File: config.mk
export PLATFORM = sky130hd
export DESIGN_NAME = truth_table_sweeper
export DESIGN_NICKNAME = d
export VERILOG_FILES = /design/src/rtl/truth_table_sweeper_pkg.sv /design/src/rtl/truth_table_sweeper.sv
export SDC_FILE = /design/constraint.sdc
export NUM_CORES = 1
export LEC_CHECK = 0
export ABC_AREA = 1
export CORE_ASPECT_RATIO = 0.5
export CORE_MARGIN = 8
export CORE_UTILIZATION = 58
export CTS_BUF_LIST = sky130_fd_sc_hd__clkbuf_4 sky130_fd_sc_hd__clkbuf_8
export CTS_CLUSTER_DIAMETER = 100
export DETAILED_ROUTE_END_ITERATION = 16
export MAX_ROUTING_LAYER = met4
export PLACE_DENSITY = 0.91
export SKIP_CTS_REPAIR_TIMING = 1
export SYNTH_ARGS = -nofsm -noshare
export SYNTH_HDL_FRONTEND = slang
export SYNTH_SLANG_ARGS = --single-unit
File: constraint.sdc
create_clock -name clk -period 3.64 [get_ports clk]
set_clock_uncertainty 0.15 [all_clocks]
set_input_delay 0.91 -clock clk [delete_from_list [all_inputs] [get_ports clk]]
set_output_delay 0.91 -clock clk [all_outputs]
set_load 0.1 [all_outputs]
File: src/rtl/truth_table_sweeper_pkg.sv
// Shared types and constants for the exhaustive truth-table sweeper.
package truth_table_sweeper_pkg;

   // Default sweep geometry (six inputs A..F driving one output Y).
   localparam int unsigned N_IN_DEFAULT = 6;
   localparam int unsigned DEPTH        = 2**N_IN_DEFAULT;

   // Settle counter width; covers the full legal SETTLE range 1..255.
   localparam int unsigned WCNT_W = 8;

   // Sweeper control states.
   typedef enum logic [1:0] {
      ST_IDLE = 2'd0,
      ST_WAIT = 2'd1,
      ST_DONE = 2'd2
   } state_e;

   // Bit position of each block input within vec; A is the MSB.
   localparam int unsigned VEC_BIT_A = 5;
   localparam int unsigned VEC_BIT_B = 4;
   localparam int unsigned VEC_BIT_C = 3;
   localparam int unsigned VEC_BIT_D = 2;
   localparam int unsigned VEC_BIT_E = 1;
   localparam int unsigned VEC_BIT_F = 0;

endpackage

File: src/rtl/truth_table_sweeper.sv
// Drives every input combination onto vec, waits SETTLE cycles per vector,
// captures y into table_out and counts captured ones.
module truth_table_sweeper
   import truth_table_sweeper_pkg::*;
#(
   parameter int unsigned N_IN   = 6,
   parameter int unsigned SETTLE = 2
) (
   input  logic                 clk,
   input  logic                 rst,
   input  logic                 start,
   input  logic                 y,
   output logic [N_IN-1:0]      vec,
   output logic                 busy,
   output logic                 done,
   output logic [2**N_IN-1:0]   table_out,
   output logic [N_IN:0]        ones_cnt
);

   localparam int unsigned SWEEP_DEPTH = 2**N_IN;
   localparam logic [WCNT_W-1:0] WCNT_LAST = WCNT_W'(SETTLE - 1);
   localparam logic [N_IN-1:0]   VEC_LAST  = N_IN'(SWEEP_DEPTH - 1);

   state_e                 state_q, state_d;
   logic [N_IN-1:0]        vec_q, vec_d;
   logic                   busy_q, busy_d;
   logic                   done_q, done_d;
   logic [SWEEP_DEPTH-1:0] table_q, table_d;
   logic [N_IN:0]          ones_q, ones_d;
   logic [WCNT_W-1:0]      wcnt_q, wcnt_d;

   // Next-state: accept start in IDLE, settle/capture/advance in WAIT,
   // single-cycle DONE back to IDLE.
   always_comb begin
      state_d = state_q;
      vec_d   = vec_q;
      busy_d  = busy_q;
      done_d  = 1'b0;
      table_d = table_q;
      ones_d  = ones_q;
      wcnt_d  = wcnt_q;

      case (state_q)
         ST_IDLE: begin
            if (start) begin
               state_d = ST_WAIT;
               busy_d  = 1'b1;
               vec_d   = '0;
               wcnt_d  = '0;
               table_d = '0;
               ones_d  = '0;
            end
         end

         ST_WAIT: begin
            if (wcnt_q != WCNT_LAST) begin
               wcnt_d = wcnt_q + WCNT_W'(1);
            end else begin
               table_d[vec_q] = y;
               ones_d         = ones_q + (N_IN+1)'(y);
               wcnt_d         = '0;
               if (vec_q == VEC_LAST) begin
                  state_d = ST_DONE;
                  busy_d  = 1'b0;
                  done_d  = 1'b1;
                  vec_d   = '0;
               end else begin
                  vec_d = vec_q + N_IN'(1);
               end
            end
         end

         ST_DONE: begin
            state_d = ST_IDLE;
         end

         default: begin
            state_d = ST_IDLE;
            busy_d  = 1'b0;
            vec_d   = '0;
            wcnt_d  = '0;
         end
      endcase
   end

   // State and output registers with synchronous reset.
   always_ff @(posedge clk) begin
      if (rst) begin
         state_q <= ST_IDLE;
         vec_q   <= '0;
         busy_q  <= 1'b0;
         done_q  <= 1'b0;
         table_q <= '0;
         ones_q  <= '0;
         wcnt_q  <= '0;
      end else begin
         state_q <= state_d;
         vec_q   <= vec_d;
         busy_q  <= busy_d;
         done_q  <= done_d;
         table_q <= table_d;
         ones_q  <= ones_d;
         wcnt_q  <= wcnt_d;
      end
   end

   assign vec       = vec_q;
   assign busy      = busy_q;
   assign done      = done_q;
   assign table_out = table_q;
   assign ones_cnt  = ones_q;

endmodule
==> results list, run 1 <==
- Number of design rule violations left after detail routing: 0
- Static leakage: 2.03 nW
* Simple-gate portion of the synthesized area: 0.341
- Max-cap viol count: 0
- In this run the number of H-tree levels came out at 3.
- In the global route stage, overall resource usage came out at 0.237.
- Sw Pwr: 0.000730 W
- The first global-routing pass estimated 21300 µm of wire.
* Fraction of power spent switching nets: 0.334
- The count of buffers added on input and output ports is 82.
- In this run the tightest slew margin relative to its limit is 0.481.
* Share of power burned in registers: 0.457
- Number of fillers in the final layout: 700
- Wire length reported by the detailed router: 13000 µm
- Largest net degree at the start of global routing: 67
* Worst hold-check path type: flop to flop
- Pin placement for this block handled 83 I/O pins.
- Number of standard-cell rows in the floorplan: 23
- Final Cycle Share: 0.663
- VDD sags by at most 0.000247 V.
- Post-detail-place hpwl: 8370 µm
- Startpoint class of the critical path: input pin
- Power share of the combinational group: 0.215
- Pins over their slew limit: 0
- Final design area excluding fillers: 0.00540 mm²
- The Yosys step of the flow raised 0 warnings.
- Of the total power, the clock network draws 0.328.
- Dominant combinational cell family by area after synthesis: simple AND/OR/NAND/NOR gates
- TritonCTS clock tree: done
* Mapped Avg Cell Area: 6.54 µm²
* Number of buffers created by CTS: 9
- Achievable frequency: 414 MHz
- The pre-antenna-repair detailed-routing pass consisted of 5 iterations.
* Number of global-route vias before repair: 4406
* Gate Count Post-Synth: 710
- Clock transition at the registers of the reported paths: 0.09 ns
* Placed standard-cell area: 0.00520 mm²
- The flow ran to the end, and the final reports show no timing, DRC or antenna violations.
- At the worst endpoint, the required time is 3.80 ns.
* Total of flip-flops plus latches after synthesis: 89
- Relative to the synthesized area, the layout overhead comes to 16.2%.
* R2R depth: 8
- RSZ-0062 raised after global routing: no
* Hold path depth: 2
- In the final layout, the share of cells above drive strength 1 is 0.150.
- After detailed routing, the average wire length per cell comes to 14.9 µm.
- Via count: 4983
* RePlAce Congestion: 0.889
* Int Pwr: 0.00146 W
* Post-Syn Area: 0.00464 mm²
- The later pin in the worst-skew pair is clocked with a latency of 0.38 ns.
* Netlist cell types: 29
- Subtracting the final worst setup slack from the clock period gives 2.42 ns.
- Number of antenna-violating nets in the routed design: 0
- Cell at the root of the clock tree: sky130_fd_sc_hd__clkbuf_8
* Mux share of post-synthesis cell area: 0
- The total count of hold-check failures in the final report came to 0.
- The number of antenna violations at the first check in global routing was 0.
- At the pin with the least slew margin, the transition time is 0.777 ns.
- Of the post-synthesis cell area, the dominant cell type holds 0.384.
- The floorplan step set the die height to 79.3 µm.
- Summed negative setup slack over all endpoints: 0 ns
- After detailed routing, the number of vias per cell comes to 5.70.
- The post-synthesis compound-gate area fraction was 0.168.
- The clock drives 89 sinks.
- Critical path type: input pin to flop
- Adder-cell share of the synthesized area: 0.0135
* Net count of the mapped netlist: 719
* Sequential area share after synthesis: 0.384
- The die covers 0.0113 mm².
- Measured along the x axis, the die boundary spans 143 µm.
* Post-Synth XOR/XNOR Area: 0.00943
- Initial Utilization: 0.589
- Power density of the placed cells: 405 mW/mm²
- In this run the worst path has a maximum fanout of 29.
- Largest area contributor in the synthesized netlist: sky130_fd_sc_hd__dfxtp_1
- After the last flow step, the layout net total stands at 767.
- Global routing finished with a remaining overflow of 0.
- Sorting the synthesized cells by area gives the leading types as sky130_fd_sc_hd__dfxtp_1 (38%), sky130_fd_sc_hd__nand2_1 (14%), sky130_fd_sc_hd__nand3_1 (9.8%).
- Core area: 0.00789 mm²
- The detailed router finished its first iteration with 550 violations.
- The worst setup path is captured at a flop.
* Setup Viol. Count Final: 0
* Max clock buf depth: 2
- Data arrival time of the critical path: 2.57 ns
* Antenna diode count: 0
cells in the final DEF, fill, tap and decap left out:
master | Yosys | final
sky130_fd_sc_hd__buf_12 | 0 | 2
sky130_fd_sc_hd__nand3b_1 | 2 | 2
sky130_fd_sc_hd__clkdlybuf4s50_1 | 0 | 2
sky130_fd_sc_hd__nand3_1 | 91 | 91
sky130_fd_sc_hd__nand2_4 | 0 | 1
sky130_fd_sc_hd__clkbuf_4 | 0 | 1
sky130_fd_sc_hd__nor4_1 | 1 | 1
sky130_fd_sc_hd__nand4_1 | 5 | 5
sky130_fd_sc_hd__o21ai_0 | 58 | 58
sky130_fd_sc_hd__a21oi_2 | 1 | 1
sky130_fd_sc_hd__o21ai_1 | 12 | 12
sky130_fd_sc_hd__nand2_2 | 2 | 1
sky130_fd_sc_hd__xor2_1 | 4 | 4
sky130_fd_sc_hd__bufinv_16 | 0 | 1
sky130_fd_sc_hd__or2_2 | 2 | 2
sky130_fd_sc_hd__inv_1 | 22 | 22
sky130_fd_sc_hd__o21a_1 | 2 | 2
sky130_fd_sc_hd__nor2_1 | 93 | 93
sky130_fd_sc_hd__clkbuf_8 | 0 | 11
sky130_fd_sc_hd__inv_2 | 5 | 5
sky130_fd_sc_hd__ha_1 | 5 | 5
sky130_fd_sc_hd__a31oi_1 | 1 | 1
sky130_fd_sc_hd__a21oi_1 | 75 | 75
sky130_fd_sc_hd__o22ai_1 | 4 | 4
sky130_fd_sc_hd__buf_2 | 19 | 1
sky130_fd_sc_hd__clkinv_1 | 1 | 1
sky130_fd_sc_hd__buf_4 | 2 | 84
sky130_fd_sc_hd__nand2_1 | 176 | 176
sky130_fd_sc_hd__xnor2_1 | 1 | 1
sky130_fd_sc_hd__nor2_4 | 1 | 1
sky130_fd_sc_hd__nand3_2 | 1 | 1
sky130_fd_sc_hd__nor3_1 | 4 | 4
sky130_fd_sc_hd__clkinv_2 | 0 | 2
sky130_fd_sc_hd__dfxtp_1 | 89 | 89
layer usage:
layer | up-vias | track usage | part of all wire
met2 | 225 | 0.376 | 0.47
met5 | - | - | 0
met1 | 2288 | 0.286 | 0.42
met4 | 0 | 0.0862 | 0.023
li1 | 2437 | - | -
met3 | 33 | 0.0622 | 0.087
power groups by stage:
stage | Combinational (W) | Sequential [W] | Clock, W
after floorplan | 0.000343 | 0.00107 | 0
after global placement | 0.000445 | 0.00102 | 0
after detailed placement | 0.000459 | 0.00102 | 0
after CTS | 0.000463 | 0.00100 | 0.000712
after global routing | 0.000522 | 0.00100 | 0.000763
final | 0.000470 | 0.00100 | 0.000717
cells by family (layout without fill, tap and decap cells):
kind of cell / after synthesis / in the layout
XOR/XNOR: 5 / 5
AO/OA/AOI/OAI: 153 / 153
AND/OR/NAND/NOR: 378 / 378
flip-flops: 89 / 89
buffers and inverters: 80 / 132
adder cells (fa/ha/maj): 5 / 5
sequential cells by signal, indices dropped and copies added (netlist names):
signal	count
vec	6
table_out	64
ones_cnt	7
done	1
state_q	2
wcnt_q	8
busy	1
path summary, 6_finish.rpt:
path	startpoint	endpoint	slack, ns
min reg2reg	table_out[41]	table_out[41]	0.31
max reg2reg	state_q[0]	ones_cnt[4]	1.39
max	start	table_out[44]	1.22
min	table_out[41]	table_out[41]	0.31
critical path, cell delays in order:
cell and delay [ns]:
sky130_fd_sc_hd__clkdlybuf4s50_1 0.53, sky130_fd_sc_hd__nand2_1 0.20, sky130_fd_sc_hd__nand2_4 0.29, sky130_fd_sc_hd__buf_4 0.33
sky130_fd_sc_hd__nand3_1 0.13, sky130_fd_sc_hd__a21oi_1 0.17
through the flow:
step / util / cells / setup slack (ns) / total power [W] / hold slack (ns)
after floorplan: - / 710 / 1.30 / 0.00141 / 0.331
after CTS: 0.685 / 874 / 1.23 / 0.00218 / 0.314
final: 0.685 / 874 / 1.22 / 0.00219 / 0.313
after global routing: 0.685 / 874 / 1.08 / 0.00229 / 0.329
after global placement: 0.659 / 859 / 0.919 / 0.00147 / 0.296
after detailed placement: 0.659 / 859 / 0.823 / 0.00148 / 0.302
synth_stat cells:
| master | n |
|---|---|
| sky130_fd_sc_hd__buf_2 | 19 |
| sky130_fd_sc_hd__clkinv_1 | 1 |
| sky130_fd_sc_hd__inv_2 | 5 |
| sky130_fd_sc_hd__nand3_2 | 1 |
| sky130_fd_sc_hd__nand2_1 | 176 |
| sky130_fd_sc_hd__nor4_1 | 1 |
| sky130_fd_sc_hd__a21oi_1 | 75 |
| sky130_fd_sc_hd__nand3b_1 | 2 |
| sky130_fd_sc_hd__dfxtp_1 | 89 |
| sky130_fd_sc_hd__xnor2_1 | 1 |
| sky130_fd_sc_hd__o22ai_1 | 4 |
| sky130_fd_sc_hd__ha_1 | 5 |
| sky130_fd_sc_hd__xor2_1 | 4 |
| sky130_fd_sc_hd__a31oi_1 | 1 |
| sky130_fd_sc_hd__nor3_1 | 4 |
| sky130_fd_sc_hd__buf_4 | 2 |
| sky130_fd_sc_hd__buf_6 | 8 |
| sky130_fd_sc_hd__nor2_1 | 93 |
| sky130_fd_sc_hd__inv_1 | 22 |
| sky130_fd_sc_hd__o21ai_1 | 12 |
| sky130_fd_sc_hd__clkbuf_1 | 23 |
| sky130_fd_sc_hd__nand4_1 | 5 |
| sky130_fd_sc_hd__nand3_1 | 91 |
| sky130_fd_sc_hd__a21oi_2 | 1 |
| sky130_fd_sc_hd__or2_2 | 2 |
| sky130_fd_sc_hd__nor2_4 | 1 |
| sky130_fd_sc_hd__o21ai_0 | 58 |
| sky130_fd_sc_hd__o21a_1 | 2 |
| sky130_fd_sc_hd__nand2_2 | 2 |
cell type report:
cell class	count	area (µm²)	area share
Timing Repair Buffer	89	696	0.129
Tap cell	112	140	0.0260
Clock inverter	3	40.0	0.00742
Inverter	28	105	0.0195
Sequential cell	89	1780	0.330
Multi-Input combinational cell	541	2480	0.459
Clock buffer	12	159	0.0294
No activity file was read; power rests on OpenSTA's default activity.
==> inputs of run 2 (changes only) <==
- CORE_UTILIZATION: 58 -> 55
- PLACE_DENSITY: 0.91 -> 0.87
- clock period: 3.64 -> 2.3 ns (I/O delays scaled with it)
==> run 2 against run 1 <==
Combinational power is 72% higher; critical path depth is 3 higher; cell count is 1.5% higher; non-clock buffer count is 12 higher; worst hold slack better by 0.0010 ns; global-route usage is 1.1 points lower; clock power is 76% higher; die area is 4.6% higher.
==> results list, run 2 (synthesis results as in run 1) <==
* Ordered cell list for the critical path: ha_1, nand2_1, nor2_1, nand3_2, nand2_4, buf_12, nand2_1, nand2_1, a21oi_1
* Number of violations reported at the end of detailed-routing iteration 0: 448
- On the critical path the largest part of the delay comes from simple AND/OR/NAND/NOR gates.
- The clock tree synthesis step divided the H-tree into 3 levels.
* Number of clock sinks: 89
- Placed standard-cell area: 0.00548 mm²
* Buffering stage count on the worst path with inverters included: 1
- Crit path max fanout: 34
* Core area: 0.00809 mm²
- Across all setup checks in the final design, the least slack found is 0.307 ns.
- The first global-routing pass estimated 21500 µm of wire.
- Final design area excluding fillers: 0.00572 mm²
- Via count: 4875
- Cell seen most often among critical-path stages: sky130_fd_sc_hd__nand2_1
- The largest single stage delay on the critical path is 0.40 ns.
* Number of flip-flops under the largest register name: 64
- Subtracting the final worst setup slack from the clock period gives 1.99 ns.
- Detailed placement ended at an HPWL of 8490 µm.
- Overall track demand over capacity in global routing: 0.226
* Initial Utilization: 0.574
- The number of max-slew violations in the final report came to 0.
* Placed Cells incl. Taps: 871
- Dividing the detail-routed wire length by the instance count gives 14.6 µm.
* Achievable frequency: 502 MHz
* Number of design rule violations left after detail routing: 0
- Setup repair after global routing left no endpoint under its margin.
* Max-cap viol count: 0
* Fraction of final layout cells sized beyond drive strength 1: 0.169
- The clock passes through at most 2 buffers.
- STA classifies the critical path startpoint as a flop.
* Cell with the largest stage delay on the worst path: sky130_fd_sc_hd__dfxtp_1
- In this run the count of I/O pins placed on the die edge is 83.
* Wire length reported by the detailed router: 12900 µm
* Worst hold-check path type: flop to flop
* Worst slack at placement: -0.00391 ns
- For the pin with the worst max-slew slack, the measured transition is 0.695 ns.
- Synthesis-to-layout area growth: 23.1%
- In this run the power density over the cells is 639 mW/mm².
* Worst slew margin relative to its limit: 0.537
* Die extent in x: 146 µm
- Number of antenna-violating nets in the routed design: 0
- Routability-driven placement finished with a final weighted congestion of 0.925.
- Clock tree synthesis selected as its root buffer the cell sky130_fd_sc_hd__clkbuf_8.
- Setup Viol. Count Final: 0
- The net count of the finished layout is 779.
- Number of buffers created by CTS: 9
* Number of global-route vias before repair: 4456
* Layout Cells excl Fill: 887
- The worst setup path is of the flop to flop kind.
- Data arrival time of the critical path: 2.07 ns
- Total Die Area: 0.0118 mm²
* Outcome: finished clean
- Global routing finished with a remaining overflow of 0.
- The floorplan has 23 rows.
- Initial antenna violation count: 0
- Antenna diode count: 0
- TritonCTS clock tree: done
* Static leakage: 2.13 nW
* Required time of the critical path: 2.38 ns
* Final Cycle Share: 0.866
- The pre-antenna-repair detailed-routing pass consisted of 5 iterations.
* Crit end category: flop
- Entering global routing, the biggest net connects 67 pins.
* Buffers on Ports: 82
* Most frequent standard cell in the layout excluding fill and tap cells: sky130_fd_sc_hd__nand2_1
- Clock transition at the registers of the reported paths: 0.09 ns
* Commonest cells after routing, fill and taps aside: sky130_fd_sc_hd__nand2_1 (176), sky130_fd_sc_hd__nor2_1 (93), sky130_fd_sc_hd__nand3_1 (91), sky130_fd_sc_hd__dfxtp_1 (85), sky130_fd_sc_hd__buf_4 (81)
- Clock latency at the later pin of the worst-skew pair: 0.37 ns
- Worst vdd rail ir drop: 0.000384 V
* Number of hold-slack violations in the final timing report: 0
* Die H: 81.0 µm
* Avg Vias per Cell: 5.50
[run 2: final timing paths]
kind | cells past startpoint | end | slack (ns) | start
worst min register to register | 2 | table_out[46] | 0.31 | table_out[46]
worst max-delay path | 9 | table_out[57] | 0.31 | wcnt_q[0]
worst min-delay path | 2 | table_out[46] | 0.31 | table_out[46]
worst max register to register | 9 | table_out[57] | 0.31 | wcnt_q[0]
[run 2: metal layers]
metal	GRT usage	vias up	wire, µm
li1	-	2462	-
met1	0.269	2207	5510
met2	0.379	189	6090
met3	0.0527	17	1160
met4	0.0711	0	172
met5	-	-	0
[run 2: per-stage QoR]
| step | hold slack [ns] | util | total power [W] | setup TNS [ns] |
|---|---|---|---|---|
| finish | 0.314 | 0.707 | 0.00365 | 0 |
| floorplan | 0.331 | - | 0.00224 | 0 |
| detailed placement | 0.300 | 0.678 | 0.00242 | -0.00391 |
| global route | 0.333 | 0.707 | 0.00382 | 0 |
| global placement | 0.298 | 0.678 | 0.00241 | 0 |
| CTS | 0.314 | 0.707 | 0.00366 | 0 |
[run 2: layout make-up]
type / instances / area (µm²)
clock buffer: 12 / 159
clock inverter: 4 / 75.1
multi-input combinational: 541 / 2480
timing repair buffer: 101 / 973
inverter: 28 / 105
sequential: 89 / 1790
tap: 112 / 140
fill: 674 / 2370
[run 2: power breakdown]
part / internal (W) / switching, W / total (W)
combinational: 0.000245 / 0.000562 / 0.000808
sequential: 0.00156 / 0.0000305 / 0.00159
clock: 0.000684 / 0.000572 / 0.00126
[run 2: worst reg2reg max path, delay by kind of cell (launching register included)]
kind	cells	cell delay, ns
AOI/OAI and AO/OA	1	0.06
adders and majority gates	1	0.22
buffers and inverters	1	0.22
DFF	1	0.40
and+or+nand+nor	6	0.82
==> inputs of run 3 (changes only) <==
- CAP_MARGIN: default -> 5
==> results of run 3 <==
Final layout, timing and power as in run 2 (identical DEF).
